### config.mk
export PLATFORM = sky130hd
export DESIGN_NAME = egr_rrs_rob_flat
export DESIGN_NICKNAME = d
export VERILOG_FILES = /design/src/rtl/egr_rrs_pkg.sv /design/src/rtl/egr_rrs_rob_if.sv /design/src/rtl/egr_rrs_rob_mem.sv /design/src/rtl/egr_rrs_rob.sv /design/src/flat_wrapper.sv
export SDC_FILE = /design/constraint.sdc
export NUM_CORES = 1
export LEC_CHECK = 0
export BUFFER_PORTS_ARGS = -buffer_cell sky130_fd_sc_hd__buf_2
export CORE_MARGIN = 8
export CORE_UTILIZATION = 50
export DETAILED_ROUTE_END_ITERATION = 10
export PLACE_DENSITY = 0.67
export SETUP_SLACK_MARGIN = 0.5
export SYNTH_ARGS = -nofsm -noshare
export SYNTH_HDL_FRONTEND = slang
export SYNTH_HIERARCHICAL = 1
export SYNTH_SLANG_ARGS = --single-unit
### constraint.sdc
create_clock -name clk -period 8.9 [get_ports clk]
set_clock_uncertainty 0.2 [all_clocks]
set_input_delay 0 -clock clk [delete_from_list [all_inputs] [get_ports clk]]
set_output_delay 0 -clock clk [all_outputs]
set_load 0.01 [all_outputs]
### src/rtl/egr_rrs_pkg.sv
// rtl/egr_rrs_pkg.sv - shared defaults and types for the egress response reorder buffer
package egr_rrs_pkg;

  localparam int RRS_NUM_TAGS = 16;
  localparam int RRS_DATA_W   = 64;
  localparam int RRS_TAG_W    = $clog2(RRS_NUM_TAGS);

  typedef logic [RRS_TAG_W-1:0]  rrs_tag_t;
  typedef logic [RRS_DATA_W-1:0] rrs_data_t;
  // Tag index plus one wrap bit so full and empty stay distinguishable.
  typedef logic [RRS_TAG_W:0]    rrs_ptr_t;

  function automatic rrs_tag_t rrs_ptr_idx(input rrs_ptr_t p);
    return p[RRS_TAG_W-1:0];
  endfunction

endpackage

### src/rtl/egr_rrs_rob_if.sv
// rtl/egr_rrs_rob_if.sv - tag allocation, mesh response and in-order output bundle
interface egr_rrs_rob_if
  import egr_rrs_pkg::*;
#(
  parameter int NUM_TAGS = RRS_NUM_TAGS,
  parameter int DATA_W   = RRS_DATA_W
);
  localparam int TAG_W = $clog2(NUM_TAGS);

  logic              alloc_req;
  logic              alloc_gnt;
  logic [TAG_W-1:0]  alloc_tag;
  logic              rsp_valid;
  logic [TAG_W-1:0]  rsp_tag;
  logic [DATA_W-1:0] rsp_data;
  logic              out_valid;
  logic              out_ready;
  logic [TAG_W-1:0]  out_tag;
  logic [DATA_W-1:0] out_data;
  logic [TAG_W:0]    occupancy;
  logic              rsp_err;

  modport master (
    output alloc_req, rsp_valid, rsp_tag, rsp_data, out_ready,
    input  alloc_gnt, alloc_tag, out_valid, out_tag, out_data, occupancy, rsp_err
  );

  modport slave (
    input  alloc_req, rsp_valid, rsp_tag, rsp_data, out_ready,
    output alloc_gnt, alloc_tag, out_valid, out_tag, out_data, occupancy, rsp_err
  );

endinterface

### src/rtl/egr_rrs_rob_mem.sv
// rtl/egr_rrs_rob_mem.sv - response payload store, one write port and one async read port
module egr_rrs_rob_mem
  import egr_rrs_pkg::*;
#(
  parameter int DEPTH = RRS_NUM_TAGS,
  parameter int WIDTH = RRS_DATA_W,
  localparam int AW   = $clog2(DEPTH)
) (
  input  logic             clk,
  input  logic             we,
  input  logic [AW-1:0]    waddr,
  input  logic [WIDTH-1:0] wdata,
  input  logic [AW-1:0]    raddr,
  output logic [WIDTH-1:0] rdata
);

  logic [WIDTH-1:0] mem [DEPTH];

  always_ff @(posedge clk) begin
    if (we) begin
      mem[waddr] <= wdata;
    end
  end

  assign rdata = mem[raddr];

endmodule

### src/rtl/egr_rrs_rob.sv
// rtl/egr_rrs_rob.sv - reorder buffer returning mesh read responses in tag allocation order
module egr_rrs_rob
  import egr_rrs_pkg::*;
#(
  parameter int NUM_TAGS = RRS_NUM_TAGS,
  parameter int DATA_W   = RRS_DATA_W
) (
  input  logic         clk,
  input  logic         rst,
  egr_rrs_rob_if.slave bus
);

  localparam int TAG_W = $clog2(NUM_TAGS);
  localparam int PTR_W = TAG_W + 1;

  logic [PTR_W-1:0]    head_q;
  logic [PTR_W-1:0]    tail_q;
  logic [PTR_W-1:0]    occ;
  logic [TAG_W-1:0]    head_idx;
  logic [TAG_W-1:0]    tail_idx;
  logic [TAG_W-1:0]    rsp_off;
  logic [NUM_TAGS-1:0] rcvd_q;
  logic [NUM_TAGS-1:0] rcvd_d;
  logic                full;
  logic                gnt;
  logic                in_window;
  logic                rsp_legal;
  logic                pop;
  logic                rsp_err_q;
  logic [DATA_W-1:0]   rd_data;

  assign head_idx = head_q[TAG_W-1:0];
  assign tail_idx = tail_q[TAG_W-1:0];
  assign occ      = tail_q - head_q;
  assign full     = (occ == PTR_W'(NUM_TAGS));

  // Full is judged on pre-edge state only; a same-cycle pop never frees a slot.
  assign gnt = bus.alloc_req & ~full & ~rst;

  // Distance from head modulo NUM_TAGS; inside the window iff below occupancy.
  assign rsp_off   = bus.rsp_tag - head_idx;
  assign in_window = ({1'b0, rsp_off} < occ);
  assign rsp_legal = bus.rsp_valid & in_window & ~rcvd_q[bus.rsp_tag] & ~rst;

  assign pop = rcvd_q[head_idx] & bus.out_ready & ~rst;

  // A legal response never targets the popping head slot, since that rcvd bit is set.
  always_comb begin
    rcvd_d = rcvd_q;
    if (rsp_legal) begin
      rcvd_d[bus.rsp_tag] = 1'b1;
    end
    if (pop) begin
      rcvd_d[head_idx] = 1'b0;
    end
  end

  always_ff @(posedge clk) begin
    if (rst) begin
      head_q    <= '0;
      tail_q    <= '0;
      rcvd_q    <= '0;
      rsp_err_q <= 1'b0;
    end else begin
      if (gnt) begin
        tail_q <= tail_q + PTR_W'(1);
      end
      if (pop) begin
        head_q <= head_q + PTR_W'(1);
      end
      rcvd_q    <= rcvd_d;
      rsp_err_q <= bus.rsp_valid & ~rsp_legal;
    end
  end

  egr_rrs_rob_mem #(
    .DEPTH (NUM_TAGS),
    .WIDTH (DATA_W)
  ) u_mem (
    .clk   (clk),
    .we    (rsp_legal),
    .waddr (bus.rsp_tag),
    .wdata (bus.rsp_data),
    .raddr (head_idx),
    .rdata (rd_data)
  );

  assign bus.alloc_gnt = gnt;
  assign bus.alloc_tag = tail_idx;
  assign bus.out_valid = rcvd_q[head_idx] & ~rst;
  assign bus.out_tag   = head_idx;
  assign bus.out_data  = rd_data;
  assign bus.occupancy = rst ? '0 : occ;
  assign bus.rsp_err   = rsp_err_q;

endmodule

### src/flat_wrapper.sv
// flat-port wrapper written by rule: the top's interface ports become plain ports
module egr_rrs_rob_flat import egr_rrs_pkg::*;
#(
  parameter int NUM_TAGS = RRS_NUM_TAGS,
  parameter int DATA_W   = RRS_DATA_W
)
  (clk, rst, bus_alloc_req, bus_rsp_valid, bus_rsp_tag, bus_rsp_data, bus_out_ready, bus_alloc_gnt, bus_alloc_tag, bus_out_valid, bus_out_tag, bus_out_data, bus_occupancy, bus_rsp_err);
  egr_rrs_rob_if #(.NUM_TAGS(NUM_TAGS), .DATA_W(DATA_W)) bus_i ();
  input  logic clk;
  input  logic rst;
  input wire logic [$bits(bus_i.alloc_req)-1:0] bus_alloc_req;
  input wire logic [$bits(bus_i.rsp_valid)-1:0] bus_rsp_valid;
  input wire logic [$bits(bus_i.rsp_tag)-1:0] bus_rsp_tag;
  input wire logic [$bits(bus_i.rsp_data)-1:0] bus_rsp_data;
  input wire logic [$bits(bus_i.out_ready)-1:0] bus_out_ready;
  output wire logic [$bits(bus_i.alloc_gnt)-1:0] bus_alloc_gnt;
  output wire logic [$bits(bus_i.alloc_tag)-1:0] bus_alloc_tag;
  output wire logic [$bits(bus_i.out_valid)-1:0] bus_out_valid;
  output wire logic [$bits(bus_i.out_tag)-1:0] bus_out_tag;
  output wire logic [$bits(bus_i.out_data)-1:0] bus_out_data;
  output wire logic [$bits(bus_i.occupancy)-1:0] bus_occupancy;
  output wire logic [$bits(bus_i.rsp_err)-1:0] bus_rsp_err;
  assign bus_i.alloc_req = bus_alloc_req;
  assign bus_i.rsp_valid = bus_rsp_valid;
  assign bus_i.rsp_tag = bus_rsp_tag;
  assign bus_i.rsp_data = bus_rsp_data;
  assign bus_i.out_ready = bus_out_ready;
  assign bus_alloc_gnt = bus_i.alloc_gnt;
  assign bus_alloc_tag = bus_i.alloc_tag;
  assign bus_out_valid = bus_i.out_valid;
  assign bus_out_tag = bus_i.out_tag;
  assign bus_out_data = bus_i.out_data;
  assign bus_occupancy = bus_i.occupancy;
  assign bus_rsp_err = bus_i.rsp_err;
  egr_rrs_rob #(.NUM_TAGS(NUM_TAGS), .DATA_W(DATA_W)) u_core (.clk(clk), .rst(rst), .bus(bus_i));
endmodule
# Word level (Yosys, flattened, before mapping)
# Memory sizes are Yosys's and may differ from the RTL's. A register that Yosys moved wholly into a read port is not among the register bits.
# Index checks and enable logic that the tools add are counted.
totals:
  regBits: 27
  ramBits: 1024
  in_bits: 73
  output_inout_bits: 80
  word_cells: 48
  memories: 1
mem_list:
  columns: ["memory", "words", "width", "rd", "rd_clocked_by_memory_dff", "write_ports", "line_no", "source"]
  rows:
  - ["u_core.u_mem.mem", 16, 64, 1, 1, 1, "egr_rrs_rob_mem.sv:17", "logic [WIDTH-1:0] mem [DEPTH];"]
classes:
  addsub: 4
  magnitude_cmp: 5
  n_eq_ne: 1
  n_mux: 15
  n_bitwise: 16
  reduce_logical: 2
op_table:
  columns: ["cell", "count"]
  rows:
  - ["$mux W16", 2]
  - ["$and A16 B16 Y16", 1]
  - ["$not A16 Y16", 1]
  - ["$or A16 B16 Y16", 1]
  - ["$add A5 B1 Y5 const B", 2]
  - ["$lt A4 B5 Y1 const B", 2]
  - ["$and A1 B1 Y1", 9]
  - ["$bmux W1 S4", 2]
  - ["$demux W1 S4", 2]
  - ["$ge A4 B1 Y1 const B", 2]
  - ["$mux W4", 2]
  - ["$mux W1", 6]
  - ["$eq A5 B5 Y1 const B", 1]
  - ["$lt A4 B5 Y1", 1]
  - ["$mux W5", 1]
  - ["$sub A5 B5 Y5", 1]
  - ["$not A1 Y1", 4]
  - ["$sub A4 B4 Y4", 1]
  - ["$logic_and A1 B1 Y1", 2]

# Logic depth before layout (Yosys ltp)
# Gate-level depths: netlist of the first run.
logic_depth:
  ltp_word: 8
  depth_mapped: 13
  ltp_nobuf: 12

# Cells and area by module
# The synthesis of the first run kept the hierarchy.
by_module_without_submodules:
  columns: ["mod", "n_inst", "cells_per_inst", "area_each_um2", "seq_area_each_um2"]
  rows:
  - ["egr_rrs_rob_mem", 1, 1583, 38300.5, 30749.5]
  - ["egr_rrs_rob", 1, 237, 2189.6, 540.5]

# Worst setup path before layout of the first run
# OpenSTA, ideal clock, no wires.
synth_timing:
  path_type: "reg2reg"
  from: "register u_core.head_q[1]"
  to: "memory u_core/u_mem/mem[0][0] (netlist name), enable pin"
  setup_ps: 565
  t_arrival_ps: 7263
  t_required_ps: 8135
  slack_ps: 872
  stages_incl_launch_ff: 13
  path_buffers: 2
  synth_period_minus_slack_ps: 8028
  cell_sequence: "dfxtp_1 > buf_6 > inv_1 > fa_1 > inv_1 > ha_1 > a21oi_1 > maj3_2 > a211oi_4 > buf_6 > nor3_2 > or3b_2 > nor3_1"
synth_via:
  elab_chain_cells: 7
  elab_cells_between_ends: 8
  cone_classes: "add/sub (2); order compare (1); mux (2); bitwise (3)"
synth_lines:
  columns: ["element", "line_no", "source"]
  rows:
  - ["start, declared", "egr_rrs_rob.sv:16", "logic [PTR_W-1:0] head_q;"]
  - ["start signal, assigned", "egr_rrs_rob.sv:69", "head_q <= head_q + PTR_W'(1);"]
  - ["$sub A5 B5 Y5 or $sub A4 B4 Y4 (tied branches)", "egr_rrs_rob.sv:34, egr_rrs_rob.sv:41", null]
  - ["$lt A4 B5 Y1 (*)", "egr_rrs_rob.sv:42", "assign in_window = ({1'b0, rsp_off} < occ);"]
  - ["$and A1 B1 Y1 (*) (3 in a row)", "egr_rrs_rob.sv:43", "assign rsp_legal = bus.rsp_valid & in_window & ~rcvd_q[bus.rsp_tag] & ~rst;"]
  - ["named net u_core.rsp_legal", "egr_rrs_rob.sv:27", "logic rsp_legal;"]
  - ["$mux W1 (*)", "egr_rrs_rob_mem.sv:20", "if (we) begin"]
  - ["$mux W1 (implied by the code) (*)", "egr_rrs_rob_mem.sv:21", "mem[waddr] <= wdata;"]
  - ["end, declared", "egr_rrs_rob_mem.sv:17", null]
# Mark *: on every way through the listed nets, which the timed path passes. The rest lies on a longest branch.

# Final worst setup path of the first run
layout_timing:
  from: "register u_core.head_q[1]"
  to: "memory u_core/u_mem/mem[13][62] (netlist name), enable pin"
# The elaborated chain is that of the path after synthesis.

==> results.md, run 1 <==
* Die W at 301 microns
* Status: finished clean
* Synthesized netlist cell count at 1820
* Post-synthesis async set-or-reset flop share at 0%
* Largest net degree at the start of global routing at 144
* Fillers at 5770
* Clk sink count at 1051
* Worst EP arrival at 5.96 ns
* Maximum vdd drop at 172 uV
* First-pass GRT wire length at 133000 microns
* Maximum clock frequency at 171 MHz
* Tmin final at 5.86 ns
* RR Startpoint: u_core/head_q[1]
* Hold EP: u_core/u_mem/mem[14][47]
* Final worst path period share at 65.9%
* Worst slew pin tran at 1.26 ns
* Crit. End Element: flop
* EDFF count, synth at 1024
* DR WL/cell at 27.0 microns
* Nets@finish at 2173
* Setup-failing EPs final at 0
* Root Driver: clkbuf_16
* Max FO, Critical Path at 61
* Post-synthesis sequential element count at 1051
* Hold path depth at 2
* Cell area after synthesis at 40500 sq um
* Internal reg-to-reg setup slack at 3.04 ns
* Area grow syn2layout at 15.0%
* Hold Path Class: in2reg
* Core box area at 80400 sq um
* 1st-pass router iterations at 5
* CTS tree: built
* Reg-to-reg endpoint: u_core/u_mem/mem[13][62]
* Detail Route Antenna Nets at 0
* Final slew viol count at 0
* Relative slew slack at 15.6%
* Most frequent cells in the layout: edfxtp_1, mux4_2, buf_2
* Multi-input gate area at 8720 sq um
* Syn Area/Cell at 22.2 sq um
* Max cap viols at 0
* Setup TNS Final at 0 ns
* Number of global-route vias before repair at 21.1k
* Yosys cell types at 46
* Via density at 6.05
* Static Leak at 14.4 nW
* Ratio of cells with drive above 1 in the final layout at 29.4%
* Critical Path RT at 9.00 ns
* Inserted Clock Buffers at 101
* Die area at 90300 sq um
* Routed vias at 19.5k
* Ys Warns at 6
* Critical setup path kind: reg2reg
* Initial Util at 50.4%
* Die Y at 301 microns
* Final Hold Fails at 0
* Wirelength, routed at 87400 microns
* Most common cell after layout, fill and taps aside: edfxtp_1
* Clock transition at path regs at 0.06 ns
* RSZ-0062 raised after global routing: false
* Hold wc startpoint: bus_rsp_data[47]
* Placed instance count at 2960
* Post-Layout Cell Count at 3230
* I/O Pins at 153
* DRT iter0 DRCs at 1744
* Pwr dens at 212 nW/um^2
* Syn Nets at 1908
* Seq/Total Area, Yosys at 77.3%
* Gpl congestion at 0.833
* Skew-Pair Late Insertion Delay at 0.65 ns
* Setup crit start kind: flop
* GR Util All Layers at 19.3%
* GRT Residual Overflow at 0
* H-tree depth at 3
* FP Rows at 104
* Sequential cell area at 31300 sq um
* HPWL Detailed at 48000 microns
* DRC violations left at 0
* Setup bufs post-CTS at 0
* CTS max path bufs at 3
* Worst r2r path cells at 11
* Most used DFF post-synth: edfxtp_1
* Initial antenna violation count at 2
* IO Port Bufs at 152
[flip-flops by register name, indices dropped and copies added, names as in the netlist]
signal and count:
u_core/head_q 5, u_core/rcvd_q 16, u_core/tail_q 5, u_core/u_mem/mem 1024, u_core/bus.rsp_err 1
[cell type report]
type,instances,area share (%)
multi-input cells,655,18.7
well taps,1060,2.85
inverters,10,0.0806
clock inverters,61,1.43
clock buffers,125,5.66
diodes,2,0.0107
repair buffers,266,4.05
flip-flops and latches,1051,67.2
[per-layer routing]
| metal | share of wire, % | vias up | wire (microns) | global-route usage (%) |
|---|---|---|---|---|
| met5 | 0 | - | 0 | 0 |
| met4 | 2.1 | 0 | 1840 | 5.35 |
| met3 | 6.2 | 142 | 5430 | 2.98 |
| met2 | 51 | 732 | 44900 | 33.3 |
| met1 | 40 | 10400 | 35200 | 25.7 |
| li1 | - | 8243 | - | - |
[what timing repair did]
item                                    CTS  global route
hold buffers                             82             0
endpoints found under the hold margin  1060             0
resized for setup                         0             0
[worst max-delay path: stages (launching register included)]
cell	delay [ns]
dfxtp_4	0.96
inv_1	0.38
fa_1	0.59
inv_1	0.08
ha_1	0.28
a21oi_1	0.18
maj3_2	0.27
a211oi_4	0.17
nor3_2	0.39
nand3_1	0.36
nor2_4	1.06
buf_4	0.57
[metrics by stage]
stage               utilization (%)  setup WS, ns  area, sq um  power [W]  hold WS [ns]
finish                         57.9          3.04        46600    0.00987        0.0667
global route                   57.9          2.77        46600     0.0102        0.0665
CTS                            57.9          2.94        46600    0.00996        0.0412
detailed placement             52.8          2.94        42400    0.00571         0.185
global placement               52.8          3.03        42400    0.00570         0.181
floorplan                         -         0.872        40500    0.00561        -0.101
[report_power, final]
part,total [W],switching [W],internal (W)
clock network,0.00424,0.00180,0.00244
logic,0.000187,0.000125,0.0000621
registers,0.00544,0.00000536,0.00544
total,0.00987,0.00193,0.00794
[Yosys cell counts (all sizes together) (3+ instances only)]
library cell	number	area share (%)
nand2b	8	0.12
edfxtp	1024	76
mux2i	3	0.11
and3	5	0.077
nor2	29	0.27
nand2	68	0.63
inv	10	0.093
o21ai	17	0.21
xnor2	6	0.13
a21oi	7	0.087
mux2	7	0.21
nand3	35	0.43
a22oi	128	2.4
nand3b	19	0.35
dfxtp	27	1.3
ha	13	0.40
nor2b	9	0.15
clkbuf	43	0.40
nor3	9	0.12
buf	61	1.0
mux4	269	15
[worst max path at each step]
stage | startpoint | cells after the start | end
detailed placement | u_core/head_q[1] | 11 | u_core/u_mem/mem[13][52]
CTS | u_core/head_q[1] | 11 | u_core/u_mem/mem[13][43]
global route | u_core/head_q[1] | 11 | u_core/u_mem/mem[13][44]
global placement | u_core/head_q[1] | 11 | u_core/u_mem/mem[13][1]
finish | u_core/head_q[1] | 11 | u_core/u_mem/mem[13][62]
floorplan | u_core/head_q[1] | 12 | u_core/u_mem/mem[0][0]
[cell families (layout without fill, tap and decap cells)]
| logic type | after synthesis | after routing | share of synthesized area (%) |
|---|---|---|---|
| adders and majority gates | 16 | 16 | 0.528 |
| xor gates and xnor gates | 7 | 7 | 0.151 |
| AOI/OAI and AO/OA | 162 | 162 | 2.91 |
| and+or+nand+nor | 191 | 191 | 2.32 |
| muxes | 279 | 279 | 15.3 |
| buffers and inverters | 114 | 462 | 1.53 |
| other | 0 | 2 | 0 |
| DFF | 1051 | 1051 | 77.3 |
Power figures use the tool's default switching activity.
==> run 2, diff against run 1 <==
--- a/config.mk
+++ b/config.mk
@@ -9,7 +9,7 @@
 export CORE_MARGIN = 8
 export CORE_UTILIZATION = 50
 export DETAILED_ROUTE_END_ITERATION = 10
-export PLACE_DENSITY = 0.67
+export PLACE_DENSITY = 0.69
 export SETUP_SLACK_MARGIN = 0.5
 export SYNTH_ARGS = -nofsm -noshare
 export SYNTH_HDL_FRONTEND = slang
==> constraint.sdc (replaced) <==
create_clock -name clk -period 5.34 [get_ports clk]
set_clock_uncertainty 0.2 [all_clocks]
set_input_delay 0 -clock clk [delete_from_list [all_inputs] [get_ports clk]]
set_output_delay 0 -clock clk [all_outputs]
set_load 0.01 [all_outputs]
==> results.md, run 2 (synthesis results as in run 1) <==
* Status: finished clean
* Critical Path RT at 5.42 ns (-3.58 ns)
* First-pass GRT wire length at 136000 microns (+2.7%)
* Routed vias at 19.8k (+1.4%)
* Setup bufs post-CTS at 0 (unchanged)
* Root Driver: clkbuf_16
* Maximum clock frequency at 229 MHz (+34%)
* Met2 usage at 33.4% (+0.054 points)
* Crit. End Element: flop
* Detail Route Antenna Nets at 0 (unchanged)
* GR peak layer: met2
* Critical setup path kind: reg2reg
* Worst EP arrival at 4.45 ns (-1.51 ns)
* Hold Path Class: in2reg
* Largest net degree at the start of global routing at 107 (-26%)
* Inserted Clock Buffers at 103 (+2.0%)
* RSZ-0062 raised after global routing: false
* H-tree depth at 3 (unchanged)
* Post-route cell area at 46800 sq um (+0.60%)
* Max FO, Critical Path at 58 (-4.9%)
* CP max stage cell: dfxtp_4
* Worst slew pin tran at 1.06 ns (-0.198 ns)
* DRT iter0 DRCs at 1870 (+7.2%)
* HPWL Detailed at 47900 microns (about the same)
* Met1 usage at 28.1% (+2.3 points)
* Area grow syn2layout at 15.7%
* Most common cell after layout, fill and taps aside: edfxtp_1
* DRC violations left at 0 (unchanged)
* Crit-path most repeated cell: nor3_4
* Ratio of cells with drive above 1 in the final layout at 29.6% (+0.15 points)
* Setup crit start kind: flop
* Core box area at 80400 sq um (unchanged)
* Post-Layout Cell Count at 3243 (+0.40%)
* Placed Area at 42800 sq um (+0.84%)
* Largest registers: u_core/u_mem/mem (1024), u_core/rcvd_q (16)
* Initial antenna violation count at 6 (+4)
* DR WL/cell at 28.2 microns (+4.3%)
* Delay-heaviest family, CP: simple AND/OR/NAND/NOR gates
* Maximum vdd drop at 297 uV (+73%)
* Setup-failing EPs final at 0 (unchanged)
* I/O Pins at 153 (unchanged)
* WP buf/inv at 2 (-1)
* IO Port Bufs at 152 (unchanged)
* Crit-path cells: clkinvlp_4 -> ha_1 -> and3b_1 -> or3_1 -> a211oi_2 -> a211oi_4 -> nor3_4 -> nand3_1 -> nor3_4 -> buf_12
* Gpl congestion at 0.828 (-0.54%)
* Tmin final at 4.36 ns (-1.50 ns)
* Clk sink count at 1051 (unchanged)
* CTS tree: built
* Final Util at 58.3% (+0.35 points)
* FP Rows at 104 (unchanged)
* Final Hold Fails at 0 (unchanged)
* Relative slew slack at 29.0% (+13 points)
* Die area at 90300 sq um (unchanged)
* Die W at 301 microns (unchanged)
* Met3 Usage GRT at 3.59% (+0.61 points)
* CTS max path bufs at 3 (unchanged)
* Placed instance count at 2974 (+0.47%)
* Via density at 6.11 (+1.0%)
* Static Leak at 14.5 nW (+0.86%)
* GR Util All Layers at 20.2% (+0.81 points)
* Final slew viol count at 0 (unchanged)
* Most frequent cells in the layout: edfxtp_1, mux4_2, buf_2
* Pwr dens at 349 nW/um^2 (+65%)
* Die Y at 301 microns (unchanged)
* 1st-pass router iterations at 5 (unchanged)
* Max cap viols at 0 (unchanged)
* Slowest stage delay, CP at 0.61 ns (-0.45 ns)
* Final worst path period share at 81.7% (+16 points)
* Initial Util at 50.4% (unchanged)
* Setup TNS Final at 0 ns (unchanged)
* Max reg flops at 1024 (unchanged)
* Nets@finish at 2187 (+0.64%)
* Skew-Pair Late Insertion Delay at 0.65 ns (about the same)
* GRT Residual Overflow at 0 (unchanged)
* Clock transition at path regs at 0.06 ns (about the same)
* Wirelength, routed at 91500 microns (+4.7%)
* Post-CTS resize count at 0 (unchanged)
* Top reg by flops: u_core/u_mem/mem
* Number of global-route vias before repair at 20.9k (-1.2%)
-- run 2: worst register-to-register path, cell delays in order, from the launching register on --
cell	delay, ns
dfxtp_4	0.61
clkinvlp_4	0.30
ha_1	0.33
and3b_1	0.19
or3_1	0.42
a211oi_2	0.39
a211oi_4	0.10
nor3_4	0.26
nand3_1	0.39
nor3_4	0.31
buf_12	0.43
-- run 2: power by group --
part,total [W],internal (W),switching [W]
combinational,0.000310,0.000106,0.000204
clock,0.00697,0.00396,0.00301
sequential,0.00907,0.00906,0.00000863
-- run 2: metal layers --
layer / up-vias / wire (microns)
met1: 10600 / 37300
met5: - / 57
met4: 8 / 1600
li1: 8288 / -
met2: 796 / 45800
met3: 131 / 6670
-- run 2: final timing paths --
check | from | end | slack, ns | cells past startpoint
hold / removal | bus_rsp_data[31] | u_core/u_mem/mem[1][31] | 0.07 | 2
setup / recovery | u_core/head_q[1] | u_core/u_mem/mem[12][36] | 0.98 | 10
setup reg to reg | u_core/head_q[1] | u_core/u_mem/mem[12][36] | 0.98 | 10
hold reg to reg | u_core/rcvd_q[2] | u_core/rcvd_q[2] | 0.31 | 2
-- run 2: cell type report --
class	count	area [sq um]
repair buffers	278	2180
flip-flops and latches	1051	31300
clock buffers	127	2710
well taps	1060	1330
inverters	10	41.3
multi-input cells	655	8750
clock inverters	60	538
fillers	5808	33600
diodes	2	5.00
-- run 2: metrics by stage --
stage / total power [W] / worst slack, ns / hold WS (ns)
after CTS: 0.0165 / 0.936 / 0.0284
after floorplan: 0.00934 / 0.377 / -0.101
after global routing: 0.0168 / 0.758 / 0.0701
final: 0.0164 / 0.977 / 0.0658
after global placement: 0.00949 / 1.04 / 0.162
after detailed placement: 0.00951 / 0.999 / 0.184
-- run 2: what timing repair did --
action	CTS	global route
hold buffers	80	0
endpoints found under the setup margin	0	0
endpoints found under the hold margin	1057	0
==> run 3, diff against run 2 <==
==> constraint.sdc (replaced) <==
create_clock -name clk -period 3.7 [get_ports clk]
set_clock_uncertainty 0.2 [all_clocks]
set_input_delay 0 -clock clk [delete_from_list [all_inputs] [get_ports clk]]
set_output_delay 0 -clock clk [all_outputs]
set_load 0.01 [all_outputs]
==> results.md, run 3 (synthesis results as in run 1) <==
* Hold Path Class: in2reg
* Initial Util at 50.4% (unchanged)
* Max reg flops at 1024 (unchanged)
* Clock share of power at 42.8% (+0.2 points)
* 1st-pass router iterations at 5 (unchanged)
* Die area at 90300 sq um (unchanged)
* Relative slew slack at 42.3% (+13 points)
* Crit. End Element: flop
* Skew-Pair Late Insertion Delay at 0.66 ns (about the same)
* Part of the power in combinational logic at 2.2% (+0.3 points)
* GRT Residual Overflow at 0 (unchanged)
* Ratio of cells with drive above 1 in the final layout at 34.1% (+4.5 points)
* Maximum clock frequency at 277 MHz (+21%)
* GR Util All Layers at 21.1% (+0.95 points)
* Critical setup path kind: reg2reg
* Wirelength, routed at 103000 microns (+12%)
* Final Util at 61.5% (+3.2 points)
* Max FO, Critical Path at 14 (-76%)
* Inserted Clock Buffers at 102 (-0.97%)
* Internal power at 0.0191 W (+45%)
* Worst slew pin tran at 0.866 ns (-0.199 ns)
* Number of global-route vias before repair at 21.4k (+2.7%)
* H-tree depth at 3 (unchanged)
* Area grow syn2layout at 22.1%
* Switching share of power at 19.8% (+0.043 points)
* Post-Layout Cell Count at 3387 (+4.4%)
* Tmin final at 3.61 ns (-0.748 ns)
* I/O Pins at 153 (unchanged)
* Via density at 6.17 (+1.1%)
* Sequential cell fraction of total power at 55.1% (-0.4 points)
* DP Worst Slack at 0.0262 ns (-0.973 ns)
* NetSw at 0.00470 W (+46%)
* Final worst path period share at 97.7% (+16 points)
* DRT iter0 DRCs at 2264 (+21%)
* Top reg by flops: u_core/u_mem/mem
* Gpl congestion at 0.812 (-2.0%)
* Final WS setup at 0.0854 ns (-0.892 ns)
* Core box area at 80400 sq um (unchanged)
* IO Port Bufs at 152 (unchanged)
* Detail Route Antenna Nets at 0 (unchanged)
* Largest registers: u_core/u_mem/mem (1024), u_core/rcvd_q (16)
* Static Leak at 15.7 nW (+7.9%)
* Setup-failing EPs final at 0 (unchanged)
* Setup crit start kind: flop
* Max cap viols at 0 (unchanged)
* Final Hold Fails at 0 (unchanged)
* RSZ-0062 raised after global routing: true
* DRC violations left at 0 (unchanged)
* Clk sink count at 1051 (unchanged)
* Final slew viol count at 0 (unchanged)
* Pwr dens at 481 nW/um^2 (+38%)
* Initial antenna violation count at 2 (-4)
* Most frequent cells in the layout: edfxtp_1, mux4_2, buf_2
* Nets@finish at 2328 (+6.4%)
* FP Rows at 104 (unchanged)
* Worst EP arrival at 3.78 ns (-0.67 ns)
* HPWL Detailed at 52800 microns (+10%)
* CTS max path bufs at 3 (unchanged)
* CTS tree: built
* First-pass GRT wire length at 142000 microns (+4.2%)
* Root Driver: clkbuf_16
* Die W at 301 microns (unchanged)
* Routed vias at 20.9k (+5.5%)
* Largest net degree at the start of global routing at 89 (-17%)
* Critical Path RT at 3.87 ns (-1.55 ns)
* Fillers at 5374 (-7.5%)
* Placed instance count at 3019 (+1.5%)
* Maximum vdd drop at 365 uV (+23%)
* Clock transition at path regs at 0.07 ns (about the same)
* DR WL/cell at 30.3 microns (+7.5%)
* Status: finished clean
* Die Y at 301 microns (unchanged)
* Hold slack at 0.0647 ns (-0.00118 ns)
* Most common cell after layout, fill and taps aside: edfxtp_1
* Setup TNS Final at 0 ns (unchanged)
==> run 3: power by group through the flow <==
stage	logic (W)	registers (W)	clock network [W]
2_1_floorplan	0.000138	0.0134	0
3_3_place_gp	0.000403	0.0133	0
3_5_place_dp	0.000422	0.0133	0
4_1_cts	0.000509	0.0131	0.0103
5_1_grt	0.000558	0.0131	0.0108
6_report	0.000520	0.0131	0.0102
==> run 3: final cells by class <==
cell class                 instances  area [sq um]  area share (%)
inverter                          10          41.3          0.0835
antenna                            2          5.00          0.0101
multi-input combinational        655          8810            17.8
clock buffer                     126          2660            5.39
sequential                      1051         31300            63.3
clock inverter                    63           601            1.21
timing repair buffer             420          4690            9.48
tap                             1060          1330            2.68
==> run 3: stage by stage <==
stage	total power, W	area [sq um]
3_3_place_gp	0.0137	43400
4_1_cts	0.0239	48500
6_report	0.0238	49400
3_5_place_dp	0.0138	43400
5_1_grt	0.0244	49400
2_1_floorplan	0.0135	40600
==> run 3: path summary, 6_finish.rpt <==
check	start	end	slack, ns	cells after the start
setup / recovery	u_core/head_q[1]	u_core/u_mem/mem[1][41]	0.09	13
hold / removal	bus_rsp_tag[0]	u_core/rcvd_q[2]	0.06	6
setup reg to reg	u_core/head_q[1]	u_core/u_mem/mem[1][41]	0.09	13
hold reg to reg	u_core/rcvd_q[7]	u_core/rcvd_q[7]	0.32	2
==> run 3: repair_timing <==
item	CTS	global route
buffers inserted	23	27
pin swaps	5	13
endpoints found under the hold margin	1115	0
endpoints found under the setup margin	1089	1092
hold buffers	81	0
resized for setup	39	34
gates cloned	20	26
==> run 3: worst max-delay path, cell delays in order (launching register included) <==
cell and delay, ns:
dfxtp_4 0.36, clkinvlp_4 0.14, buf_6 0.15, fa_1 0.51, ha_4 0.21, a21oi_2 0.12, maj3_2 0.23, a211oi_4 0.07
nor3_4 0.22, or3b_4 0.45, buf_12 0.15, nor2_4 0.12, buf_12 0.19, buf_16 0.17
==> run 3: per-layer routing <==
layer	share of wire (%)	GRT usage (%)	vias to the layer above	wire length, microns
met4	2.6	5.94	2	2650
met2	52	36.3	1037	52900
li1	-	-	8592	-
met3	7.2	3.05	161	7420
met5	0.012	0	-	12
met1	39	28.3	11100	39700
